## src/rtl/load_store_unit_pkg.sv

```systemverilog
// load_store_unit_pkg: access width type, LSU FSM states and word masking shared by the LSU files
package memory_access_width;
   typedef enum logic [1:0] {BYTE = 2'd0, HALF = 2'd1, WORD = 2'd2} memory_access_width_t;
endpackage

package load_store_unit_pkg;
   import memory_access_width::*;
   localparam logic [31:0] WORD_MASK = 32'hFFFF_FFFF;
   typedef enum logic [1:0] {IDLE, ADDR, DATA, RESP} lsu_state_t;
   function automatic logic [31:0] width_mask(input memory_access_width_t w);
      return w == BYTE ? 32'h0000_00FF : w == HALF ? 32'h0000_FFFF : WORD_MASK;
   endfunction
endpackage

```

## src/rtl/load_store_unit_if.sv

```systemverilog
// load_store_unit_if: core request/response and memory bus of the LSU
interface load_store_unit_if;
   logic                                      req_valid;
   logic                                      req_ready;
   logic                                      req_write;
   logic [31:0]                               req_addr;
   logic [31:0]                               req_wdata;
   memory_access_width::memory_access_width_t req_width;
   logic                                      resp_valid;
   logic                                      resp_ready;
   logic [31:0]                               resp_rdata;
   logic                                      resp_misaligned;
   logic                                      mem_req;
   logic                                      mem_gnt;
   logic [31:0]                               mem_addr;
   logic                                      mem_we;
   logic [3:0]                                mem_be;
   logic [31:0]                               mem_wdata;
   logic                                      mem_rvalid;
   logic [31:0]                               mem_rdata;
   modport slave (
      input  req_valid, req_write, req_addr, req_wdata, req_width, resp_ready,
             mem_gnt, mem_rvalid, mem_rdata,
      output req_ready, resp_valid, resp_rdata, resp_misaligned,
             mem_req, mem_addr, mem_we, mem_be, mem_wdata
   );
   modport master (
      output req_valid, req_write, req_addr, req_wdata, req_width, resp_ready,
             mem_gnt, mem_rvalid, mem_rdata,
      input  req_ready, resp_valid, resp_rdata, resp_misaligned,
             mem_req, mem_addr, mem_we, mem_be, mem_wdata
   );
endinterface

```

## src/rtl/load_store_unit_lane_align.sv

```systemverilog
// lsu_lane_align: byte enables, store lane replication, misalign detect and load shift/mask
module lsu_lane_align
   import memory_access_width::*;
   import load_store_unit_pkg::*;
(
   input  logic [1:0]           offset,
   input  memory_access_width_t width,
   input  logic [31:0]          wdata,
   input  logic [1:0]           rd_offset,
   input  memory_access_width_t rd_width,
   input  logic [31:0]          mem_rdata,
   output logic [3:0]           be,
   output logic [31:0]          wdata_rep,
   output logic [31:0]          rdata,
   output logic                 misaligned
);
   always_comb begin
      be         = width == BYTE ? 4'b0001 << offset : width == HALF ? 4'b0011 << offset : 4'b1111;
      wdata_rep  = width == BYTE ? {4{wdata[7:0]}} : width == HALF ? {2{wdata[15:0]}} : wdata;
      misaligned = (width == HALF && offset[0]) || (width == WORD && offset != 2'b00);
      rdata      = (mem_rdata >> {rd_offset, 3'b000}) & width_mask(rd_width);
   end
endmodule

```

## src/rtl/load_store_unit.sv

```systemverilog
// load_store_unit: single-outstanding load/store unit bridging core requests to a word-wide memory bus
module load_store_unit
   import memory_access_width::*;
   import load_store_unit_pkg::*;
(
   input logic               clk,
   input logic               rst_n,
   load_store_unit_if.slave  bus
);
   lsu_state_t           state_q, state_d;
   logic                 ready_q, ready_d;
   logic [31:0]          mem_addr_q, mem_addr_d;
   logic [31:0]          mem_wdata_q, mem_wdata_d;
   logic [3:0]           mem_be_q, mem_be_d;
   logic                 mem_we_q, mem_we_d;
   logic [1:0]           offset_q, offset_d;
   memory_access_width_t width_q, width_d;
   logic [31:0]          resp_rdata_q, resp_rdata_d;
   logic                 resp_mis_q, resp_mis_d;
   logic [3:0]           be;
   logic [31:0]          wdata_rep, rdata_al;
   logic                 misaligned, accept, capture;

   lsu_lane_align u_align (
      .offset    (bus.req_addr[1:0]),
      .width     (bus.req_width),
      .wdata     (bus.req_wdata),
      .rd_offset (offset_q),
      .rd_width  (width_q),
      .mem_rdata (bus.mem_rdata),
      .be        (be),
      .wdata_rep (wdata_rep),
      .rdata     (rdata_al),
      .misaligned(misaligned)
   );

   // ready_q keeps req_ready low while reset is held and for no longer than one edge after
   assign bus.req_ready       = state_q == IDLE && ready_q;
   assign bus.mem_req         = state_q == ADDR;
   assign bus.resp_valid      = state_q == RESP;
   assign bus.mem_addr        = mem_addr_q;
   assign bus.mem_wdata       = mem_wdata_q;
   assign bus.mem_be          = mem_be_q;
   assign bus.mem_we          = mem_we_q;
   assign bus.resp_rdata      = resp_rdata_q;
   assign bus.resp_misaligned = resp_mis_q;

   always_comb begin
      accept       = bus.req_valid && bus.req_ready;
      capture      = (state_q == ADDR && bus.mem_gnt && bus.mem_rvalid) ||
                     (state_q == DATA && bus.mem_rvalid);
      state_d      = state_q;
      ready_d      = 1'b1;
      mem_addr_d   = mem_addr_q;
      mem_wdata_d  = mem_wdata_q;
      mem_be_d     = mem_be_q;
      mem_we_d     = mem_we_q;
      offset_d     = offset_q;
      width_d      = width_q;
      resp_rdata_d = resp_rdata_q;
      resp_mis_d   = resp_mis_q;
      case (state_q)
         IDLE:    state_d = accept ? (misaligned ? RESP : ADDR) : IDLE;
         ADDR:    state_d = bus.mem_gnt ? (bus.mem_rvalid ? RESP : DATA) : ADDR;
         DATA:    state_d = bus.mem_rvalid ? RESP : DATA;
         RESP:    state_d = bus.resp_ready ? IDLE : RESP;
         default: state_d = IDLE;
      endcase
      if (accept && !misaligned) begin
         mem_addr_d  = {bus.req_addr[31:2], 2'b00};
         mem_wdata_d = wdata_rep;
         mem_be_d    = be;
         mem_we_d    = bus.req_write;
         offset_d    = bus.req_addr[1:0];
         width_d     = bus.req_width;
      end
      if (accept) begin
         resp_rdata_d = 32'h0;
         resp_mis_d   = misaligned;
      end
      if (capture) resp_rdata_d = mem_we_q ? 32'h0 : rdata_al;
   end

   always_ff @(posedge clk or negedge rst_n) begin
      if (!rst_n) begin
         state_q      <= IDLE;
         ready_q      <= 1'b0;
         mem_addr_q   <= 32'h0;
         mem_wdata_q  <= 32'h0;
         mem_be_q     <= 4'h0;
         mem_we_q     <= 1'b0;
         offset_q     <= 2'b00;
         width_q      <= BYTE;
         resp_rdata_q <= 32'h0;
         resp_mis_q   <= 1'b0;
      end else begin
         state_q      <= state_d;
         ready_q      <= ready_d;
         mem_addr_q   <= mem_addr_d;
         mem_wdata_q  <= mem_wdata_d;
         mem_be_q     <= mem_be_d;
         mem_we_q     <= mem_we_d;
         offset_q     <= offset_d;
         width_q      <= width_d;
         resp_rdata_q <= resp_rdata_d;
         resp_mis_q   <= resp_mis_d;
      end
   end
endmodule

```

## src/flat_wrapper.sv

```systemverilog
// flat-port wrapper written by rule: the top's interface ports become plain ports
module load_store_unit_flat import memory_access_width::*; import load_store_unit_pkg::*;
  (clk, rst_n, bus_req_valid, bus_req_write, bus_req_addr, bus_req_wdata, bus_req_width, bus_resp_ready, bus_mem_gnt, bus_mem_rvalid, bus_mem_rdata, bus_req_ready, bus_resp_valid, bus_resp_rdata, bus_resp_misaligned, bus_mem_req, bus_mem_addr, bus_mem_we, bus_mem_be, bus_mem_wdata);
  load_store_unit_if bus_i ();
  input logic clk;
  input logic rst_n;
  input wire logic [$bits(bus_i.req_valid)-1:0] bus_req_valid;
  input wire logic [$bits(bus_i.req_write)-1:0] bus_req_write;
  input wire logic [$bits(bus_i.req_addr)-1:0] bus_req_addr;
  input wire logic [$bits(bus_i.req_wdata)-1:0] bus_req_wdata;
  input wire logic [$bits(bus_i.req_width)-1:0] bus_req_width;
  input wire logic [$bits(bus_i.resp_ready)-1:0] bus_resp_ready;
  input wire logic [$bits(bus_i.mem_gnt)-1:0] bus_mem_gnt;
  input wire logic [$bits(bus_i.mem_rvalid)-1:0] bus_mem_rvalid;
  input wire logic [$bits(bus_i.mem_rdata)-1:0] bus_mem_rdata;
  output wire logic [$bits(bus_i.req_ready)-1:0] bus_req_ready;
  output wire logic [$bits(bus_i.resp_valid)-1:0] bus_resp_valid;
  output wire logic [$bits(bus_i.resp_rdata)-1:0] bus_resp_rdata;
  output wire logic [$bits(bus_i.resp_misaligned)-1:0] bus_resp_misaligned;
  output wire logic [$bits(bus_i.mem_req)-1:0] bus_mem_req;
  output wire logic [$bits(bus_i.mem_addr)-1:0] bus_mem_addr;
  output wire logic [$bits(bus_i.mem_we)-1:0] bus_mem_we;
  output wire logic [$bits(bus_i.mem_be)-1:0] bus_mem_be;
  output wire logic [$bits(bus_i.mem_wdata)-1:0] bus_mem_wdata;
  assign bus_i.req_valid = bus_req_valid;
  assign bus_i.req_write = bus_req_write;
  assign bus_i.req_addr = bus_req_addr;
  assign bus_i.req_wdata = bus_req_wdata;
  assign bus_i.req_width = bus_req_width;
  assign bus_i.resp_ready = bus_resp_ready;
  assign bus_i.mem_gnt = bus_mem_gnt;
  assign bus_i.mem_rvalid = bus_mem_rvalid;
  assign bus_i.mem_rdata = bus_mem_rdata;
  assign bus_req_ready = bus_i.req_ready;
  assign bus_resp_valid = bus_i.resp_valid;
  assign bus_resp_rdata = bus_i.resp_rdata;
  assign bus_resp_misaligned = bus_i.resp_misaligned;
  assign bus_mem_req = bus_i.mem_req;
  assign bus_mem_addr = bus_i.mem_addr;
  assign bus_mem_we = bus_i.mem_we;
  assign bus_mem_be = bus_i.mem_be;
  assign bus_mem_wdata = bus_i.mem_wdata;
  load_store_unit u_core (.clk(clk), .rst_n(rst_n), .bus(bus_i));
endmodule
```

## config.mk

```make
export PLATFORM = sky130hd
export DESIGN_NAME = load_store_unit_flat
export DESIGN_NICKNAME = d
export VERILOG_FILES = /design/src/rtl/load_store_unit_pkg.sv /design/src/rtl/load_store_unit_if.sv /design/src/rtl/load_store_unit_lane_align.sv /design/src/rtl/load_store_unit.sv /design/src/flat_wrapper.sv
export SDC_FILE = /design/constraint.sdc
export NUM_CORES = 1
export LEC_CHECK = 0
export ABC_AREA = 0
export CAP_MARGIN = 40
export CORE_AREA = 5 5 117 119
export CTS_BUF_LIST = sky130_fd_sc_hd__clkbuf_8 sky130_fd_sc_hd__clkbuf_16
export DETAILED_ROUTE_END_ITERATION = 8
export DIE_AREA = 0 0 122 124
export PLACE_DENSITY_LB_ADDON = 0.3
export SYNTH_ARGS = -nofsm -noshare
export SYNTH_HDL_FRONTEND = slang
export SYNTH_SLANG_ARGS = --single-unit
```

## constraint.sdc

```tcl
create_clock -name clk -period 2.1 [get_ports clk]
set_input_delay 0.21 -clock clk [delete_from_list [all_inputs] [get_ports clk]]
set_output_delay 0.21 -clock clk [all_outputs]
set_load 0.005 [all_outputs]
```

==> reports/metrics.csv, run 1 <==
stage,metric,value,unit
worst_setup_path,cpPeakStageDelay,0.49,ns
cts,cts_num_sinks,107,
synth,synth_flop_cell,dfrtp_1,
worst_setup_path,crit_buf_inv,4,
synth,ys_seq_area_frac,0.503,
routing,drc,0,
global_route,grt_pass1_vias,4291,
sta,tns,0,ns
synth,synthTopCellsByArea,"dfrtp_1 50%, mux2_4 19%, mux2i_1 6.4%",
sta,max_freq,507,MHz
power,power.leakage,3.73,nW
flow_run,maxCapViolations,0,
routing,drtIter0Drc,269,
layout,num_antenna_cells,0,
global_route,grt_max_degree,50,
sta,report.final.slew_viol_count,0,
layout,area_delta_synth_final,50.3,%
worst_setup_path,cp.arrival,2.20,ns
layout,drive_gt1_frac,0.218,
die,start_util,0.427,
layout,layout_common_cells,"206 x clkdlybuf4s50_1, 107 x dfrtp_1, 67 x mux2_4",
synth,synthDistinctLibCells,39,
synth,synth_xor_area_frac,0,
layout,fillCellCount,967,
die,coreArea,12500,sq um
sta,rsz0062_at_grt,no,
synth,synth_simple_gate_area_frac,0.0550,
synth,syn_avg_cell_area,13.9,sq um
worst_setup_path,reg2reg_from,u_core.state_q[0]$_DFF_PN0_,
synth,syn_area,5330,sq um
placement,dpl_cell_area,7690,sq um
layout,multi_input_area,2400,sq um
routing,wl_per_cell,18.4,microns
synth,synth_warnings,0,
synth,async_flop_share,1.00,
worst_setup_path,slowest_stage,clkdlybuf4s50_1,
layout,final_nets,713,
worst_setup_path,cp-end-kind,flop,
synth,synth_compound_area_frac,0.0914,
routing,first_pass_iters,4,
die,dieArea,15100,sq um
synth,synthMuxAreaShare,0.291,
placement,gp_congestion,0.861,
cts,path_clk_slew,0.07,ns
placement,dp_hpwl,11000,microns
routing,num_vias,3881,
routing,wl,14400,microns
synth,yosysTopAreaCell,dfrtp_1,
layout,seqCellArea,2680,sq um
worst_setup_path,timing.critical_path.from_type,input port,
worst_setup_path,cp_top_family,buffers and inverters,
sta,setup_viol,0,
worst_setup_path,cpMostUsedCell,buf_12,
die,ios,210,
global_route,grt_pass1_wl,22400,microns
hold_path,min_path_type,in -> async,
worst_setup_path,critPathRequiredTime,2.33,ns
worst_setup_path,cp-startpoint,bus_req_addr[0],
cts,cts_tree,yes,
worst_setup_path,cp_cell_sequence,"clkdlybuf4s50_1, inv_1, ha_1, or3b_1, nand3b_1, buf_12, buf_12, mux2_4",
die,die_w,122,microns
sta,finalCritPeriodShare,0.938,
cts,cts_htree_levels,3,
cts,cts-root-buf,clkbuf_16,
synth,synth-adder-area-share,0.00940,
routing,postRouteAntennaNets,0,
synth,synth_top_area_share,0.503,
routing,vias_per_cell,4.97,
global_route,grtUsageTotal,0.189,
power,peakVddDrop,0.563,mV
global_route,antenna_found_initial,0,
power,power,10.0,mW
placement,portBuffers,207,
cts,cts_buffers,9,
synth,syn_inst,382,
sta,worst_slack,0.129,ns
sta,fin_hold_ws,0.328,ns
placement,dp_slack,-0.226,ns
die,die_h,124,microns
layout,fin_area,8010,sq um
sta,min_period,1.97,ns
sta,finalClockSkew,0.00362,ns
worst_setup_path,worstPathMaxFanout,13,
outcome,status,"complete, no violations",
power,p_per_area,1250,nW/um^2
die,rows,41,
synth,synth_top_family_by_area,multiplexers,
cts,clockBufferDepth,2,
worst_setup_path,worstSetupPathType,in -> reg,
synth,yosys_register_bits,107,
synth,synth-edff-count,0,
layout,final_common_cell,clkdlybuf4s50_1,
global_route,overflow,0,
cts,clk_latency,0.34,ns
sta,hold_viol,0,
cts,cts-resized-gates,0,
[stage by stage]
| step | std cells | util |
|---|---|---|
| after CTS | 781 | 0.642 |
| after floorplan | 383 | - |
| after global placement | 764 | 0.617 |
| after global routing | 781 | 0.642 |
| after detailed placement | 764 | 0.617 |
| final | 781 | 0.642 |
[cell usage after synthesis (all sizes together) (7+ instances only)]
cell,count
o22ai,9
dfrtp,107
nand2,32
a22o,16
a32o,8
mux2,85
o21ai,8
nor2b,8
clkbuf,7
buf,20
mux2i,34
o2bb2ai,8
[kinds of logic (layout without fill, tap and decap cells)]
logic type	count (synthesis)	count (layout)
and+or+nand+nor	58	58
DFF	107	107
AOI/OAI and AO/OA	61	61
muxes	119	119
other	2	3
buffers and inverters	31	257
adders and majority gates	4	4
[metal layers]
| metal | routed length [microns] | vias up | GRT usage |
|---|---|---|---|
| met1 | 5940 | 1891 | 0.237 |
| met2 | 6960 | 155 | 0.314 |
| met3 | 1320 | 14 | 0.0708 |
| met5 | 0 | - | 0 |
| li1 | - | 1821 | - |
| met4 | 148 | 0 | 0.0441 |
[final timing paths]
path                            slack (ns)                                     to  cells past startpoint
worst max-delay path                  0.13    u_core.bus.mem_addr[29]$_DFFE_PN0P_                      8
min in group clk                      0.48    u_core.bus.mem_addr[11]$_DFFE_PN0P_                      2
worst min-delay path                  0.33    u_core.bus.mem_addr[13]$_DFFE_PN0P_                      2
worst max register to register        0.32    u_core.bus.mem_addr[29]$_DFFE_PN0P_                      5
worst min register to register        0.49  u_core.bus.resp_rdata[20]$_DFFE_PN0P_                      1
max in group asynchronous             1.15    u_core.bus.mem_addr[10]$_DFFE_PN0P_                      3
[power by group]
group / internal [mW] / switching [mW]
Combinational: 3.17 / 1.55
Sequential: 2.99 / 0.607
Clock: 0.960 / 0.752
Total: 7.11 / 2.91
[cell type report]
cell class | instances | area share
clock buffer | 10 | 0.0299
sequential | 107 | 0.334
multi-input combinational | 245 | 0.299
inverter | 4 | 0.00188
tap | 172 | 0.0269
timing repair buffer | 237 | 0.299
clock inverter | 6 | 0.00797
[sequential cells by signal (all words and copies together) (netlist names)]
register and flops:
u_core.bus.mem_wdata 32, u_core.bus.resp_rdata 32, u_core.bus.mem_we 1, u_core.state_q 2
u_core.offset_q 2, u_core.ready_q 1, u_core.bus.resp_misaligned 1, u_core.width_q 2
u_core.bus.mem_addr 30, u_core.bus.mem_be 4
[repair_timing]
action	in CTS	in global routing
hold endpoints to repair	28	0
buffers inserted	0	0
hold buffers	1	0
(Power assumes the default switching activity.)
==> run 2: changes to the inputs <==
--- a/config.mk
+++ b/config.mk
@@ -7,10 +7,9 @@
 export LEC_CHECK = 0
 export ABC_AREA = 0
 export CAP_MARGIN = 40
-export CORE_AREA = 5 5 117 119
-export CTS_BUF_LIST = sky130_fd_sc_hd__clkbuf_8 sky130_fd_sc_hd__clkbuf_16
+export CORE_AREA = 5 5 122 113
 export DETAILED_ROUTE_END_ITERATION = 8
-export DIE_AREA = 0 0 122 124
+export DIE_AREA = 0 0 127 118
 export PLACE_DENSITY_LB_ADDON = 0.3
 export SYNTH_ARGS = -nofsm -noshare
 export SYNTH_HDL_FRONTEND = slang
==> run 2 against run 1 <==
Maximum frequency increased by 0.76%. Setup slack better by 0.015 ns. Clock-buffer cell count rose by 3.
==> reports/metrics.csv, run 2 (synthesized netlist as in run 1, its figures left out) <==
stage,metric,value,unit
power,power.leakage,3.74,nW
die,coreArea,12400,sq um
cts,post-cts-setup-buffer-count,0,
global_route,antenna_found_initial,0,
flow_run,maxCapViolations,0,
cts,cts_buffers,9,
worst_setup_path,slowest_stage,clkdlybuf4s50_1,
placement,gp_congestion,0.794,
sta,rsz0062_at_grt,no,
routing,first_pass_iters,4,
power,peakVddDrop,0.574,mV
worst_setup_path,cpPeakStageDelay,0.50,ns
hold_path,min_path_type,in -> async,
placement,dp_hpwl,10500,microns
sta,max_freq,511,MHz
cts,path_clk_slew,0.07,ns
power,power.internal,7.18,mW
worst_setup_path,cp_top_family,buffers and inverters,
global_route,grt_max_degree,46,
routing,num_vias,3866,
power,p_per_area,1250,nW/um^2
cts,cts_tree,yes,
layout,final_cells,774,
sta,finalClockSkew,0.00656,ns
sta,hold_viol,0,
layout,final_common_cell,clkdlybuf4s50_1,
routing,dr_wl_met2,6580,microns
cts,clk_latency,0.35,ns
placement,placed_cells,757,
layout,layout_common_cells,"206 x clkdlybuf4s50_1, 107 x dfrtp_1, 67 x mux2_4",
cts,cts-root-buf,clkbuf_16,
die,die_w,127,microns
worst_setup_path,worstPathMaxFanout,13,
sta,report.final.slew_viol_count,0,
worst_setup_path,cp_cell_sequence,"clkdlybuf4s50_1, inv_1, ha_1, or3b_1, nand3b_1, buf_12, buf_12, mux2_4",
power,power,10.1,mW
sta,min_period,1.96,ns
layout,drive_gt1_frac,0.218,
global_route,overflow,0,
worst_setup_path,cpMostUsedCell,buf_12,
worst_setup_path,timing.critical_path.from_type,input port,
die,start_util,0.430,
die,dieArea,15000,sq um
die,die_h,118,microns
cts,cts-resized-gates,0,
layout,area_delta_synth_final,50.6,%
outcome,status,"complete, no violations",
sta,setup_viol,0,
cts,cts_htree_levels,3,
power,seqPwrFrac,0.354,
cts,cts_hold_buffers,1,
global_route,grtUsageTotal,0.186,
sta,finalCritPeriodShare,0.931,
worst_setup_path,cp.arrival,2.18,ns
layout,final_nets,714,
worst_setup_path,cp-end-kind,flop,
power,clkPwrFrac,0.171,
routing,wl_met1,5930,microns
global_route,grt_pass1_wl,22600,microns
layout,num_antenna_cells,0,
power,power.switching,2.88,mW
routing,drc,0,
cts,clockBufferDepth,2,
sta,fin_hold_ws,0.360,ns
cts,cts_num_sinks,107,
worst_setup_path,crit_buf_inv,4,
routing,drtIter0Drc,197,
die,ios,210,
global_route,grt_pass1_vias,4330,
routing,postRouteAntennaNets,0,
routing,vias_per_cell,4.99,
die,rows,39,
worst_setup_path,critPathRequiredTime,2.33,ns
power,p_sw_frac,0.286,
routing,wl_per_cell,18.0,microns
routing,highest_layer,met4,
placement,portBuffers,207,
worst_setup_path,worstSetupPathType,in -> reg,
routing,wl,13900,microns
routing,wl_met3,1220,microns
power,p_comb_frac,0.475,
-- run 2: cell type report --
class	count	area, sq um
flip-flops and latches	107	2680
multi-input cells	245	2400
fillers	961	4380
clock buffers	13	260
repair buffers	238	2420
inverters	4	15.0
clock inverters	3	46.3
well taps	164	205
-- run 2: per-stage QoR --
stage	cell area (sq um)	worst slack (ns)	utilization	setup TNS [ns]
floorplan	5330	0.441	-	0
finish	8020	0.144	0.647	0
CTS	8020	0.131	0.647	0
detailed placement	7700	-0.230	0.621	-13.19
global placement	7700	-0.174	0.621	-9.84
global route	8020	0.0953	0.647	0
-- run 2: metal layers --
| layer | GRT usage | vias up |
|---|---|---|
| met1 | 0.236 | 1877 |
| met3 | 0.0662 | 13 |
| met4 | 0.0523 | 0 |
| met5 | 0 | - |
| met2 | 0.300 | 146 |
| li1 | - | 1830 |
-- run 2: final timing paths --
kind	cells past startpoint	to	startpoint	slack [ns]
hold reg to reg	1	u_core.bus.resp_rdata[16]$_DFFE_PN0P_	u_core.bus.resp_rdata[16]$_DFFE_PN0P_	0.49
min in group clk	2	u_core.bus.mem_addr[12]$_DFFE_PN0P_	bus_req_addr[12]	0.47
max in group asynchronous	3	u_core.bus.resp_rdata[13]$_DFFE_PN0P_	rst_n	0.98
setup reg to reg	5	u_core.bus.mem_addr[3]$_DFFE_PN0P_	u_core.state_q[0]$_DFF_PN0_	0.40
hold / removal	2	u_core.bus.mem_addr[19]$_DFFE_PN0P_	rst_n	0.36
setup / recovery	8	u_core.bus.mem_addr[3]$_DFFE_PN0P_	bus_req_addr[0]	0.14
-- run 2: power by group through the flow --
stage | Combinational (mW) | Sequential (mW) | Clock [mW]
final | 4.77 | 3.56 | 1.72
after global routing | 5.11 | 3.69 | 1.85
after CTS | 4.84 | 3.57 | 1.77
after detailed placement | 4.83 | 3.55 | 0
after global placement | 4.72 | 3.56 | 0
after floorplan | 2.18 | 3.55 | 0
==> run 3: changes to the inputs <==
--- a/config.mk
+++ b/config.mk
@@ -7,10 +7,11 @@
 export LEC_CHECK = 0
 export ABC_AREA = 0
 export CAP_MARGIN = 40
-export CORE_AREA = 5 5 122 113
+export CORE_AREA = 5 5 117 119
 export DETAILED_ROUTE_END_ITERATION = 8
-export DIE_AREA = 0 0 127 118
+export DIE_AREA = 0 0 122 124
 export PLACE_DENSITY_LB_ADDON = 0.3
+export SKIP_LAST_GASP = 1
 export SYNTH_ARGS = -nofsm -noshare
 export SYNTH_HDL_FRONTEND = slang
 export SYNTH_SLANG_ARGS = --single-unit
==> run 3 against run 2 <==
Register-to-register slack worse by 0.08 ns. Clock power about the same. Maximum frequency down 0.73%. Wire length rose by 3.1%. Flip-flop and latch count is the same. Core utilization fell by 0.48 points. Design area decreased by 0.17%. Critical path type unchanged.
==> reports/metrics.csv, run 3 (synthesized netlist as in run 1, its figures left out) <==
stage,metric,value,unit
cts,cts_buffers,9,
worst_setup_path,cp-end-kind,flop,
worst_setup_path,crit_buf_inv,4,
cts,cts_htree_levels,3,
routing,wl_met3,1340,microns
cts,clk_latency,0.34,ns
power,power.switching,2.91,mW
die,start_util,0.427,
routing,dr_wl_met2,6960,microns
cts,clockBufferDepth,2,
sta,max_freq,508,MHz
layout,final_cells,781,
routing,vias_per_cell,4.98,
sta,hold_viol,0,
power,p_sw_frac,0.290,
worst_setup_path,worstPathMaxFanout,13,
layout,fin_area,8010,sq um
routing,num_vias,3892,
cts,path_clk_slew,0.07,ns
cts,cts-resized-gates,0,
placement,portBuffers,207,
placement,dp_hpwl,11000,microns
placement,placed_cells,764,
layout,final_nets,713,
worst_setup_path,r2r_slack,0.32,ns
global_route,overflow,0,
layout,final_common_cell,clkdlybuf4s50_1,
die,die_h,124,microns
sta,rsz0062_at_grt,no,
layout,fillCellCount,967,
worst_setup_path,critPathRequiredTime,2.33,ns
power,power.leakage,3.73,nW
cts,cts-root-buf,clkbuf_16,
placement,gp_congestion,0.861,
worst_setup_path,cpPeakStageDelay,0.49,ns
sta,setup_viol,0,
sta,report.final.slew_viol_count,0,
routing,first_pass_iters,4,
cts,cts_tree,yes,
die,rows,41,
routing,drc,0,
sta,finalCritPeriodShare,0.938,
die,dieArea,15100,sq um
power,clkPwrFrac,0.171,
layout,area_delta_synth_final,50.3,%
power,peakVddDrop,0.562,mV
routing,wl_per_cell,18.4,microns
power,power.internal,7.12,mW
worst_setup_path,cpMostUsedCell,buf_12,
cts,cts_num_sinks,107,
global_route,grt_pass1_wl,22400,microns
power,seqPwrFrac,0.358,
power,power,10.0,mW
worst_setup_path,slowest_stage,clkdlybuf4s50_1,
sta,fin_hold_ws,0.327,ns
sta,min_period,1.97,ns
global_route,grtUsageTotal,0.189,
layout,layout_common_cells,"206 x clkdlybuf4s50_1, 107 x dfrtp_1, 67 x mux2_4",
routing,postRouteAntennaNets,0,
die,coreArea,12500,sq um
worst_setup_path,worstSetupPathType,in -> reg,
die,ios,210,
sta,finalClockSkew,0.00419,ns
placement,dpl_cell_area,7690,sq um
worst_setup_path,cp.arrival,2.20,ns
flow_run,maxCapViolations,0,
routing,wl_met1,5910,microns
power,p_per_area,1250,nW/um^2
routing,wl,14400,microns
die,die_w,122,microns
hold_path,min_path_type,in -> async,
global_route,grt_pass1_vias,4291,
layout,num_antenna_cells,0,
sta,tns,0,ns
outcome,status,"complete, no violations",
routing,drtIter0Drc,288,
worst_setup_path,cp_top_family,buffers and inverters,
global_route,grt_max_degree,50,
global_route,antenna_found_initial,0,
worst_setup_path,cp_cell_sequence,"clkdlybuf4s50_1, inv_1, ha_1, or3b_1, nand3b_1, buf_12, buf_12, mux2_4",
power,p_comb_frac,0.471,
routing,highest_layer,met4,
layout,drive_gt1_frac,0.218,
worst_setup_path,timing.critical_path.from_type,input port,
[run 3: worst paths after layout]
check,from,end,cells past startpoint
hold reg to reg,u_core.bus.resp_rdata[20]$_DFFE_PN0P_,u_core.bus.resp_rdata[20]$_DFFE_PN0P_,1
hold / removal,rst_n,u_core.bus.mem_addr[13]$_DFFE_PN0P_,2
max in group asynchronous,rst_n,u_core.bus.mem_addr[10]$_DFFE_PN0P_,3
setup / recovery,bus_req_addr[0],u_core.bus.mem_addr[29]$_DFFE_PN0P_,8
setup reg to reg,u_core.state_q[0]$_DFF_PN0_,u_core.bus.mem_addr[29]$_DFFE_PN0P_,5
min in group clk,bus_req_addr[11],u_core.bus.mem_addr[11]$_DFFE_PN0P_,2
[run 3: cell type report]
class,count,area [sq um],share of cell area
inverter,4,15.0,0.00188
timing repair buffer,237,2400,0.299
clock buffer,11,243,0.0303
clock inverter,5,60.1,0.00750
tap,172,215,0.0269
multi-input combinational,245,2400,0.299
sequential,107,2680,0.334
[run 3: power groups by stage]
stage | registers, mW | clock network (mW) | logic [mW]
final | 3.59 | 1.72 | 4.72
after global routing | 3.72 | 1.83 | 5.05
after CTS | 3.60 | 1.76 | 4.79
after detailed placement | 3.60 | 0 | 4.77
after global placement | 3.59 | 0 | 4.65
after floorplan | 3.55 | 0 | 2.18
[run 3: what timing repair did]
item / in CTS / in global routing
endpoints found under the hold margin: 28 / 0
hold buffers: 1 / 0
setup buffers: 0 / 0
[run 3: through the flow]
| step | util | worst slack (ns) |
|---|---|---|
| finish | 0.642 | 0.130 |
| global route | 0.642 | 0.0221 |
| CTS | 0.642 | 0.132 |
| detailed placement | 0.617 | -0.226 |
| global placement | 0.617 | -0.171 |
| floorplan | - | 0.441 |
[run 3: routing by layer]
layer  global-route usage  vias up
li1                     -     1821
met1                0.237     1898
met2                0.314      159
met3               0.0708       14
met4               0.0441        0
met5                    0        -
